==> src/rtl/compound_dispatch_pkg.sv <==
// Shared types for the compound-type dispatcher:
// transaction struct, mode and dispatch-section enums.
package compound_dispatch_types;

  typedef enum logic {
    read  = 1'b0,
    write = 1'b1
  } mode_e;

  typedef struct packed {
    mode_e              mode;
    logic signed [31:0] x;
    logic        [31:0] y;
  } CompoundType;

  typedef enum logic [1:0] {
    SEC_IDLE,
    SEC_UNICAST,
    SEC_BROADCAST
  } Sections;

  localparam CompoundType COMPOUND_RST = '{
    mode: read,
    x:    '0,
    y:    '0
  };

endpackage

==> src/rtl/compound_dispatch_if.sv <==
// Producer/consumer bundle for compound_dispatch:
// one blocking input port, NUM_CH blocking output ports.
interface compound_dispatch_if #(
  parameter int NUM_CH = 4
);
  import compound_dispatch_types::*;

  CompoundType               b_in;
  logic                      b_in_sync;
  logic                      b_in_notify;
  CompoundType [NUM_CH-1:0]  b_out;
  logic        [NUM_CH-1:0]  b_out_sync;
  logic        [NUM_CH-1:0]  b_out_notify;

  modport master (
    output b_in, b_in_sync, b_out_sync,
    input  b_in_notify, b_out, b_out_notify
  );

  modport slave (
    input  b_in, b_in_sync, b_out_sync,
    output b_in_notify, b_out, b_out_notify
  );

endinterface

==> src/rtl/compound_fifo.sv <==
// DEPTH-entry FIFO of CompoundType; pointers wrap
// modulo DEPTH so DEPTH need not be a power of two.
module compound_fifo
  import compound_dispatch_types::*;
#(
  parameter int DEPTH = 4
) (
  input  logic                         clk,
  input  logic                         rst,
  input  logic                         push,
  input  logic                         pop,
  input  CompoundType                  wdata,
  output CompoundType                  rdata,
  output logic [$clog2(DEPTH+1)-1:0]   count,
  output logic                         full,
  output logic                         empty
);
  localparam int PW = $clog2(DEPTH);
  localparam int CW = $clog2(DEPTH+1);

  CompoundType mem [DEPTH];
  logic [PW-1:0] wr_q;
  logic [PW-1:0] rd_q;
  logic [CW-1:0] cnt_q;

  always_ff @(posedge clk) begin
    if (rst) begin
      wr_q  <= '0;
      rd_q  <= '0;
      cnt_q <= '0;
    end else begin
      if (push)
        wr_q <= (wr_q == PW'(DEPTH-1)) ? '0 : wr_q + 1'b1;
      if (pop)
        rd_q <= (rd_q == PW'(DEPTH-1)) ? '0 : rd_q + 1'b1;
      cnt_q <= cnt_q + CW'(push) - CW'(pop);
    end
  end

  always_ff @(posedge clk) begin
    if (push)
      mem[wr_q] <= wdata;
  end

  assign rdata = mem[rd_q];
  assign count = cnt_q;
  assign full  = (cnt_q == CW'(DEPTH));
  assign empty = (cnt_q == '0);

endmodule

==> src/rtl/compound_dispatch.sv <==
// Buffers compound transactions and dispatches each one
// to a single channel (write) or all channels (read).
module compound_dispatch
  import compound_dispatch_types::*;
#(
  parameter int NUM_CH = 4,
  parameter int DEPTH  = 4
) (
  input logic               clk,
  input logic               rst,
  compound_dispatch_if.slave bus
);
  localparam int CHW = $clog2(NUM_CH);
  localparam int CW  = $clog2(DEPTH+1);

  Sections                  sec;
  CompoundType [NUM_CH-1:0] out_q;
  logic        [NUM_CH-1:0] notify_q;
  logic        [NUM_CH-1:0] pend_q;
  logic        [CHW-1:0]    ch_q;
  logic                     in_rdy_q;

  CompoundType              head;
  logic        [CW-1:0]     count;
  logic                     full;
  logic                     empty;
  logic                     push;
  logic                     pop;
  logic        [CHW-1:0]    head_ch;
  logic        [CW:0]       nxt_cnt;
  logic        [NUM_CH-1:0] pend_left;

  assign push      = in_rdy_q & bus.b_in_sync & ~full;
  assign pop       = (sec == SEC_IDLE) & ~empty;
  assign head_ch   = head.x[CHW-1:0];
  assign nxt_cnt   = {1'b0, count} + (CW+1)'(push)
                   - (CW+1)'(pop);
  assign pend_left = pend_q & ~bus.b_out_sync;

  compound_fifo #(
    .DEPTH (DEPTH)
  ) u_fifo (
    .clk   (clk),
    .rst   (rst),
    .push  (push),
    .pop   (pop),
    .wdata (bus.b_in),
    .rdata (head),
    .count (count),
    .full  (full),
    .empty (empty)
  );

  always_ff @(posedge clk) begin
    if (rst) begin
      sec      <= SEC_IDLE;
      out_q    <= {NUM_CH{COMPOUND_RST}};
      notify_q <= '0;
      pend_q   <= '0;
      ch_q     <= '0;
      in_rdy_q <= 1'b1;
    end else begin
      in_rdy_q <= (nxt_cnt < (CW+1)'(DEPTH));
      unique case (sec)
        SEC_IDLE: begin
          if (pop) begin
            if (head.mode == write) begin
              out_q[head_ch]    <= head;
              notify_q[head_ch] <= 1'b1;
              ch_q              <= head_ch;
              sec               <= SEC_UNICAST;
            end else begin
              out_q    <= {NUM_CH{head}};
              notify_q <= '1;
              pend_q   <= '1;
              sec      <= SEC_BROADCAST;
            end
          end
        end
        SEC_UNICAST: begin
          if (bus.b_out_sync[ch_q]) begin
            notify_q[ch_q] <= 1'b0;
            sec            <= SEC_IDLE;
          end
        end
        SEC_BROADCAST: begin
          // each consumer retires independently
          notify_q <= notify_q & ~bus.b_out_sync;
          pend_q   <= pend_left;
          if (pend_left == '0)
            sec <= SEC_IDLE;
        end
        default: sec <= SEC_IDLE;
      endcase
    end
  end

  assign bus.b_out        = out_q;
  assign bus.b_out_notify = notify_q;
  assign bus.b_in_notify  = in_rdy_q;

endmodule

==> src/flat_wrapper.sv <==
// flat-port wrapper written by rule: the top's interface ports become plain ports
module compound_dispatch_flat import compound_dispatch_types::*;
#(
  parameter int NUM_CH = 4,
  parameter int DEPTH  = 4
)
  (clk, rst, bus_b_in, bus_b_in_sync, bus_b_out_sync, bus_b_in_notify, bus_b_out, bus_b_out_notify);
  compound_dispatch_if #(.NUM_CH(NUM_CH)) bus_i ();
  input logic clk;
  input logic rst;
  input wire logic [$bits(bus_i.b_in)-1:0] bus_b_in;
  input wire logic [$bits(bus_i.b_in_sync)-1:0] bus_b_in_sync;
  input wire logic [$bits(bus_i.b_out_sync)-1:0] bus_b_out_sync;
  output wire logic [$bits(bus_i.b_in_notify)-1:0] bus_b_in_notify;
  output wire logic [$bits(bus_i.b_out)-1:0] bus_b_out;
  output wire logic [$bits(bus_i.b_out_notify)-1:0] bus_b_out_notify;
  assign bus_i.b_in = bus_b_in;
  assign bus_i.b_in_sync = bus_b_in_sync;
  assign bus_i.b_out_sync = bus_b_out_sync;
  assign bus_b_in_notify = bus_i.b_in_notify;
  assign bus_b_out = bus_i.b_out;
  assign bus_b_out_notify = bus_i.b_out_notify;
  compound_dispatch #(.NUM_CH(NUM_CH), .DEPTH(DEPTH)) u_core (.clk(clk), .rst(rst), .bus(bus_i));
endmodule
==> config.mk <==
export PLATFORM = sky130hd
export DESIGN_NAME = compound_dispatch_flat
export DESIGN_NICKNAME = d
export VERILOG_FILES = /design/src/rtl/compound_dispatch_pkg.sv /design/src/rtl/compound_dispatch_if.sv /design/src/rtl/compound_fifo.sv /design/src/rtl/compound_dispatch.sv /design/src/flat_wrapper.sv
export SDC_FILE = /design/constraint.sdc
export NUM_CORES = 1
export LEC_CHECK = 0
export CAP_MARGIN = 5
export CORE_MARGIN = 4
export CORE_UTILIZATION = 52
export DETAILED_ROUTE_END_ITERATION = 10
export DONT_BUFFER_PORTS = 1
export PLACE_DENSITY = 0.67
export SLEW_MARGIN = 20
export SYNTH_ARGS = -nofsm -noshare
export SYNTH_HDL_FRONTEND = slang
export SYNTH_HIERARCHICAL = 1
export SYNTH_SLANG_ARGS = --single-unit
==> constraint.sdc <==
create_clock -name clk -period 3.3 [get_ports clk]
set_input_delay 0.495 -clock clk [delete_from_list [all_inputs] [get_ports clk]]
set_output_delay 0.495 -clock clk [all_outputs]
set_load 0.03 [all_outputs]
==> flow_metrics.env, run 1 <==
export IMPL_run_status="finished clean"
export IMPL_arrival_ps=3340
export IMPL_period_share_pct=85.5
export IMPL_fp_dieH_um=203
export IMPL_start_util_pct=53.2
export IMPL_synthTopCellsByCount="nand2_1 (521), dfxtp_1 (282), a21oi_1 (260), edfxtp_1 (260), clkbuf_1 (76)"
export IMPL_grt_max_degree=219
export IMPL_syn2layout_area_growth_pct=15.5
export IMPL_setup_worst_path_end="u_core/u_fifo/count[2]$_SDFF_PP0_"
export IMPL_drc=0
export IMPL_startpoint="u_core/u_fifo/count[1]$_SDFF_PP0_"
export IMPL_preCtsSetupSlack_ps=530
export IMPL_detail_route_antenna_nets=0
export IMPL_seq_area_frac_synth_pct=68.4
export IMPL_cp_cell_sequence="nor3_1, nand2b_1, inv_2, ha_1, inv_1, ha_1, fa_1, xor3_1, nor2_1"
export IMPL_regToRegEndpoint="u_core/u_fifo/count[2]$_SDFF_PP0_"
export IMPL_io_pin_count=337
export IMPL_htreeDepth=2
export IMPL_seq_area_mm2=0.0135
export IMPL_fin_nets=1763
export IMPL_rr_worst_depth=9
export IMPL_yosysMostFrequentCell="nand2_1"
export IMPL_path_clk_slew_ps=60
export IMPL_synth_edf_count=260
export IMPL_crit_slowest_cell="nor3_1"
export IMPL_portBuffers=0
export IMPL_rows=70
export IMPL_ys_flop_type="dfxtp_1"
export IMPL_clk_path_buf_depth=3
export IMPL_yosysUniqueCellTypes=47
export IMPL_numCtsBuffers=53
export IMPL_multi_input_area_mm2=0.00569
export IMPL_r2r_start="u_core/u_fifo/count[1]$_SDFF_PP0_"
export IMPL_fin_ws_ps=477
export IMPL_drt_iter0_markers=961
export IMPL_cp_end_kind="flop"
export IMPL_gp_congestion=0.828
export IMPL_drt_wl_total_mm=50.2
export IMPL_total_power_mw=27.0
export IMPL_clkSinkCount=542
export IMPL_setup_viol=0
export IMPL_core_mm2=0.0370
export IMPL_fmax_mhz=354
export IMPL_synthesis_nets=1717
export IMPL_die_w_um=203
export IMPL_synth_top_area_share_pct=39.7
export IMPL_crit_top_cell="ha_1"
export IMPL_avgSynthCellArea_um2=12.1
export IMPL_dp_hpwl_mm=31.1
export IMPL_max_cap_violations=0
export IMPL_dp_cells=2058
export IMPL_holdWs_ps=110
export IMPL_drive_above_1_share_pct=11.6
export IMPL_hold_class="in2reg"
export IMPL_synth_area_leaders="edfxtp_1 (40%), dfxtp_1 (29%), nand2_1 (9.9%), mux4_2 (7.4%), a21oi_1 (6.6%)"
export IMPL_synth_warnings=6
export IMPL_slew_headroom_pct=23.5
export IMPL_power_leakage_nw=7.74
export IMPL_fp_dieArea_mm2=0.0410
export IMPL_root_buffer="clkbuf_16"
export IMPL_fin_crit_ps=2820
export IMPL_dr_pass1_iters=5
export IMPL_finalInstanceArea_mm2=0.0227
export IMPL_final_core_util_pct=61.5
export IMPL_criticalPathCategory="reg2reg"
export IMPL_ir_drop_mv=0.689
export IMPL_fin_worst_skew_ps=17.2
export IMPL_num_vias=12700
export IMPL_viasPerCell=5.68
export IMPL_stdcell_count=2228
export IMPL_antenna_found_initial=4
export IMPL_r2r_slack_ps=480
export IMPL_synthArstFlopShare_pct=0
export IMPL_clk_latency_ps=590
export IMPL_startpoint_type="flop"
export IMPL_placed_area_mm2=0.0201
export IMPL_grt_pass1_vias=12600
export IMPL_final_hold_viol_count=0
export IMPL_p_per_area_mw_per_mm2=1190
export IMPL_yosys_area_top_type="edfxtp_1"
export IMPL_grt_pass1_wl_mm=76.2
export IMPL_ys_seq_elements=542
export IMPL_setup_tns_final_ps=0
export IMPL_cp_max_fo=22
export IMPL_grt_util_all_layers_pct=23.9
export IMPL_cp_required_ps=3820
export IMPL_synth_cells=1631
export IMPL_cts_tree="built"
export IMPL_slew_viol_final=0
export IMPL_overflow=0
export IMPL_final_fill_count=2931
export IMPL_syn_area_mm2=0.0197
export IMPL_wl_per_cell_um=22.5
export IMPL_slowest_delay_ps=440
export IMPL_tightest_slew_ps=1140
export IMPL_rsz0062_at_grt="false"
final cells by class:
cell class	instances	share of cell area (%)
Multi-Input combinational cell	967	25.0
Timing Repair Buffer	95	4.36
Sequential cell	542	59.2
Antenna cell	2	0.0220
Tap cell	504	2.78
Inverter	18	0.297
Clock inverter	25	1.12
Clock buffer	75	7.16
registers in the layout, indices dropped and copies added (netlist names), named ones only:
signal                   count
u_core/ch_q                  2
u_core/u_fifo/wr_q           2
u_core/bus.b_out_notify      4
u_core/pend_q                4
u_core/bus.b_in_notify       1
u_core/u_fifo/mem          260
u_core/bus.b_out           260
u_core/u_fifo/count          3
u_core/sec                   2
u_core/u_fifo/rd_q           2
worst min-delay path by stage:
stage | to | cells after the start | from | slack, ps
finish | u_core/pend_q[1]$_SDFFE_PP0P_ | 3 | bus_b_out_sync[1] | 110
global route | u_core/bus.b_out[201]$_SDFFE_PP0P_ | 1 | rst | 70
CTS | u_core/bus.b_out[68]$_SDFFE_PP0P_ | 1 | rst | 1
detailed placement | u_core/pend_q[3]$_SDFFE_PP0P_ | 2 | u_core/pend_q[3]$_SDFFE_PP0P_ | 460
global placement | u_core/pend_q[0]$_SDFFE_PP0P_ | 2 | u_core/pend_q[0]$_SDFFE_PP0P_ | 450
floorplan | u_core/pend_q[0]$_SDFFE_PP0P_ | 2 | u_core/pend_q[0]$_SDFFE_PP0P_ | 440
per-layer routing:
layer	GRT usage (%)	part of all wire, %	vias to the layer above
li1	-	-	5796
met1	29.4	39	6228
met2	41.0	49	544
met3	7.36	9.8	81
met4	7.27	2.3	4
met5	0	0.048	-
power by group:
part,internal [mW],total (mW),leakage (nW),switching [mW]
logic,2.47,7.36,2.14,4.89
clock network,3.83,6.31,0.926,2.48
registers,9.00,13.4,4.67,4.35
logic make-up (layout without fill, tap and decap cells):
kind of cell    count (synthesis)  count (layout)  synth area share [%]
buf+inv                       122             213                  2.98
xor+xnor                        1               1                 0.121
simple gates                  580             580                  11.7
flops                         542             542                  68.4
mux                            71              71                  7.75
compound gates                301             301                  8.13
other cells                     0               2                     0
fa+ha+maj                      14              14                 0.928
what timing repair did:
action                     in CTS  in global routing
setup endpoints to repair       0                  0
resized for setup               0                  0
hold endpoints to repair      302                  0
setup buffers                   0                  0
hold buffers                   68                  0
worst max-delay path: cells and delay by family, from the launching register on:
family	cells	cell delay, ps
fa+ha+maj	3	960
simple gates	3	800
xor+xnor	1	370
flops	1	360
buf+inv	2	280
cells in the final DEF, fill, tap and decap left out, types with 7 or more instances in the layout:
master         netlist  layout
buf_4                2      20
clkinv_2             0       8
mux4_2              65      65
nor3_1               7       7
ha_1                13      13
clkbuf_8             0       9
buf_12               5       9
nor2b_1             12      12
clkinv_1             0       7
inv_1               17      17
clkbuf_1            76       7
edfxtp_1           260     260
clkbuf_16            0      59
nor2_1              13      12
dfxtp_1            282     280
a21oi_1            260     260
o21ai_0              7       7
nand2_1            521     520
dlygate4sd3_1        0      66
Power figures use the tool's default switching activity.
==> inputs of run 2 (changes only) <==
- SKIP_CTS_REPAIR_TIMING: default -> 1
==> flow_metrics.env, run 2 (synthesis gave the netlist of run 1 again) <==
export IMPL_syn2layout_area_growth_pct=15.3
export IMPL_dr_pass1_iters=5
export IMPL_ir_drop_mv=0.685
export IMPL_clk_latency_ps=590
export IMPL_setup_viol=0
export IMPL_detail_route_antenna_nets=0
export IMPL_grt_max_degree=282
export IMPL_drive_above_1_share_pct=11.5
export IMPL_drt_wl_total_mm=49.9
export IMPL_criticalPathCategory="reg2reg"
export IMPL_placed_area_mm2=0.0201
export IMPL_die_w_um=203
export IMPL_grt_util_all_layers_pct=23.6
export IMPL_gp_congestion=0.828
export IMPL_start_util_pct=53.2
export IMPL_rows=70
export IMPL_cp_end_kind="flop"
export IMPL_arrival_ps=3310
export IMPL_tightest_slew_ps=1140
export IMPL_power_leakage_nw=7.73
export IMPL_num_vias=12600
export IMPL_drt_iter0_markers=987
export IMPL_antenna_found_initial=3
export IMPL_clkSinkCount=542
export IMPL_io_pin_count=337
export IMPL_htreeDepth=2
export IMPL_fmax_mhz=358
export IMPL_grt_pass1_vias=12200
export IMPL_fin_nets=1761
export IMPL_final_cell_mix="nand2_1 (520), dfxtp_1 (280), a21oi_1 (260), edfxtp_1 (260), dlygate4sd3_1 (66)"
export IMPL_fp_dieH_um=203
export IMPL_hold_path_depth=1
export IMPL_cp_required_ps=3810
export IMPL_finalInstanceArea_mm2=0.0227
export IMPL_p_per_area_mw_per_mm2=1190
export IMPL_setup_tns_final_ps=0
export IMPL_final_core_util_pct=61.4
export IMPL_core_mm2=0.0370
export IMPL_layout_commonest_cell="nand2_1"
export IMPL_stdcell_count=2226
export IMPL_cts_tree="built"
export IMPL_path_clk_slew_ps=60
export IMPL_grt_pass1_wl_mm=74.8
export IMPL_hold_class="in2reg"
export IMPL_dp_hpwl_mm=31.1
export IMPL_rr_worst_depth=9
export IMPL_overflow=0
export IMPL_slew_viol_final=0
export IMPL_cp_max_fo=22
export IMPL_total_power_mw=27.0
export IMPL_portBuffers=0
export IMPL_preCtsSetupSlack_ps=530
export IMPL_drc=0
export IMPL_root_buffer="clkbuf_16"
export IMPL_holdWs_ps=59.7
export IMPL_period_share_pct=84.7
export IMPL_clk_path_buf_depth=3
export IMPL_numCtsBuffers=53
export IMPL_fin_ws_ps=505
export IMPL_max_cap_violations=0
export IMPL_rsz0062_at_grt="false"
export IMPL_dp_cells=2058
export IMPL_viasPerCell=5.64
export IMPL_slew_headroom_pct=24.0
export IMPL_startpoint_type="flop"
export IMPL_final_hold_viol_count=0
export IMPL_fp_dieArea_mm2=0.0410
export IMPL_run_status="finished clean"
export IMPL_fin_worst_skew_ps=18.5
export IMPL_wl_per_cell_um=22.4
export IMPL_fin_crit_ps=2790
[run 2: critical path, stage by stage (launching register included)]
cell and delay [ps]:
dfxtp_1 360, nor3_1 420, nand2b_1 270, inv_2 230
ha_1 340, inv_1 40, ha_1 190, fa_1 420
xor3_1 370, nor2_1 80
[run 2: final cells by class]
class,count,area (um^2)
Fill cell,2932,14300
Sequential cell,542,13500
Multi-Input combinational cell,967,5690
Clock buffer,75,1630
Timing Repair Buffer,93,951
Tap cell,504,631
Clock inverter,25,255
Inverter,18,67.6
Antenna cell,2,5.00
[run 2: power by group]
group | total, mW | internal [mW] | switching (mW)
Sequential | 13.4 | 9.01 | 4.34
Clock | 6.32 | 3.83 | 2.49
Combinational | 7.35 | 2.46 | 4.89
[run 2: worst paths after layout]
| path | startpoint | to | slack, ps |
|---|---|---|---|
| worst min-delay path | rst | u_core/bus.b_out[125]$_SDFFE_PP0P_ | 60 |
| worst min register to register | u_core/pend_q[3]$_SDFFE_PP0P_ | u_core/pend_q[3]$_SDFFE_PP0P_ | 460 |
| worst max register to register | u_core/u_fifo/count[1]$_SDFF_PP0_ | u_core/u_fifo/count[2]$_SDFF_PP0_ | 510 |
| worst max-delay path | u_core/u_fifo/count[1]$_SDFF_PP0_ | u_core/u_fifo/count[2]$_SDFF_PP0_ | 510 |
[run 2: layer usage]
metal | vias up | track usage (%) | wire [um]
met5 | - | 0 | 11
met1 | 6169 | 28.9 | 19500
met2 | 516 | 40.0 | 24500
met3 | 74 | 8.13 | 4820
li1 | 5793 | - | -
met4 | 2 | 7.10 | 1070
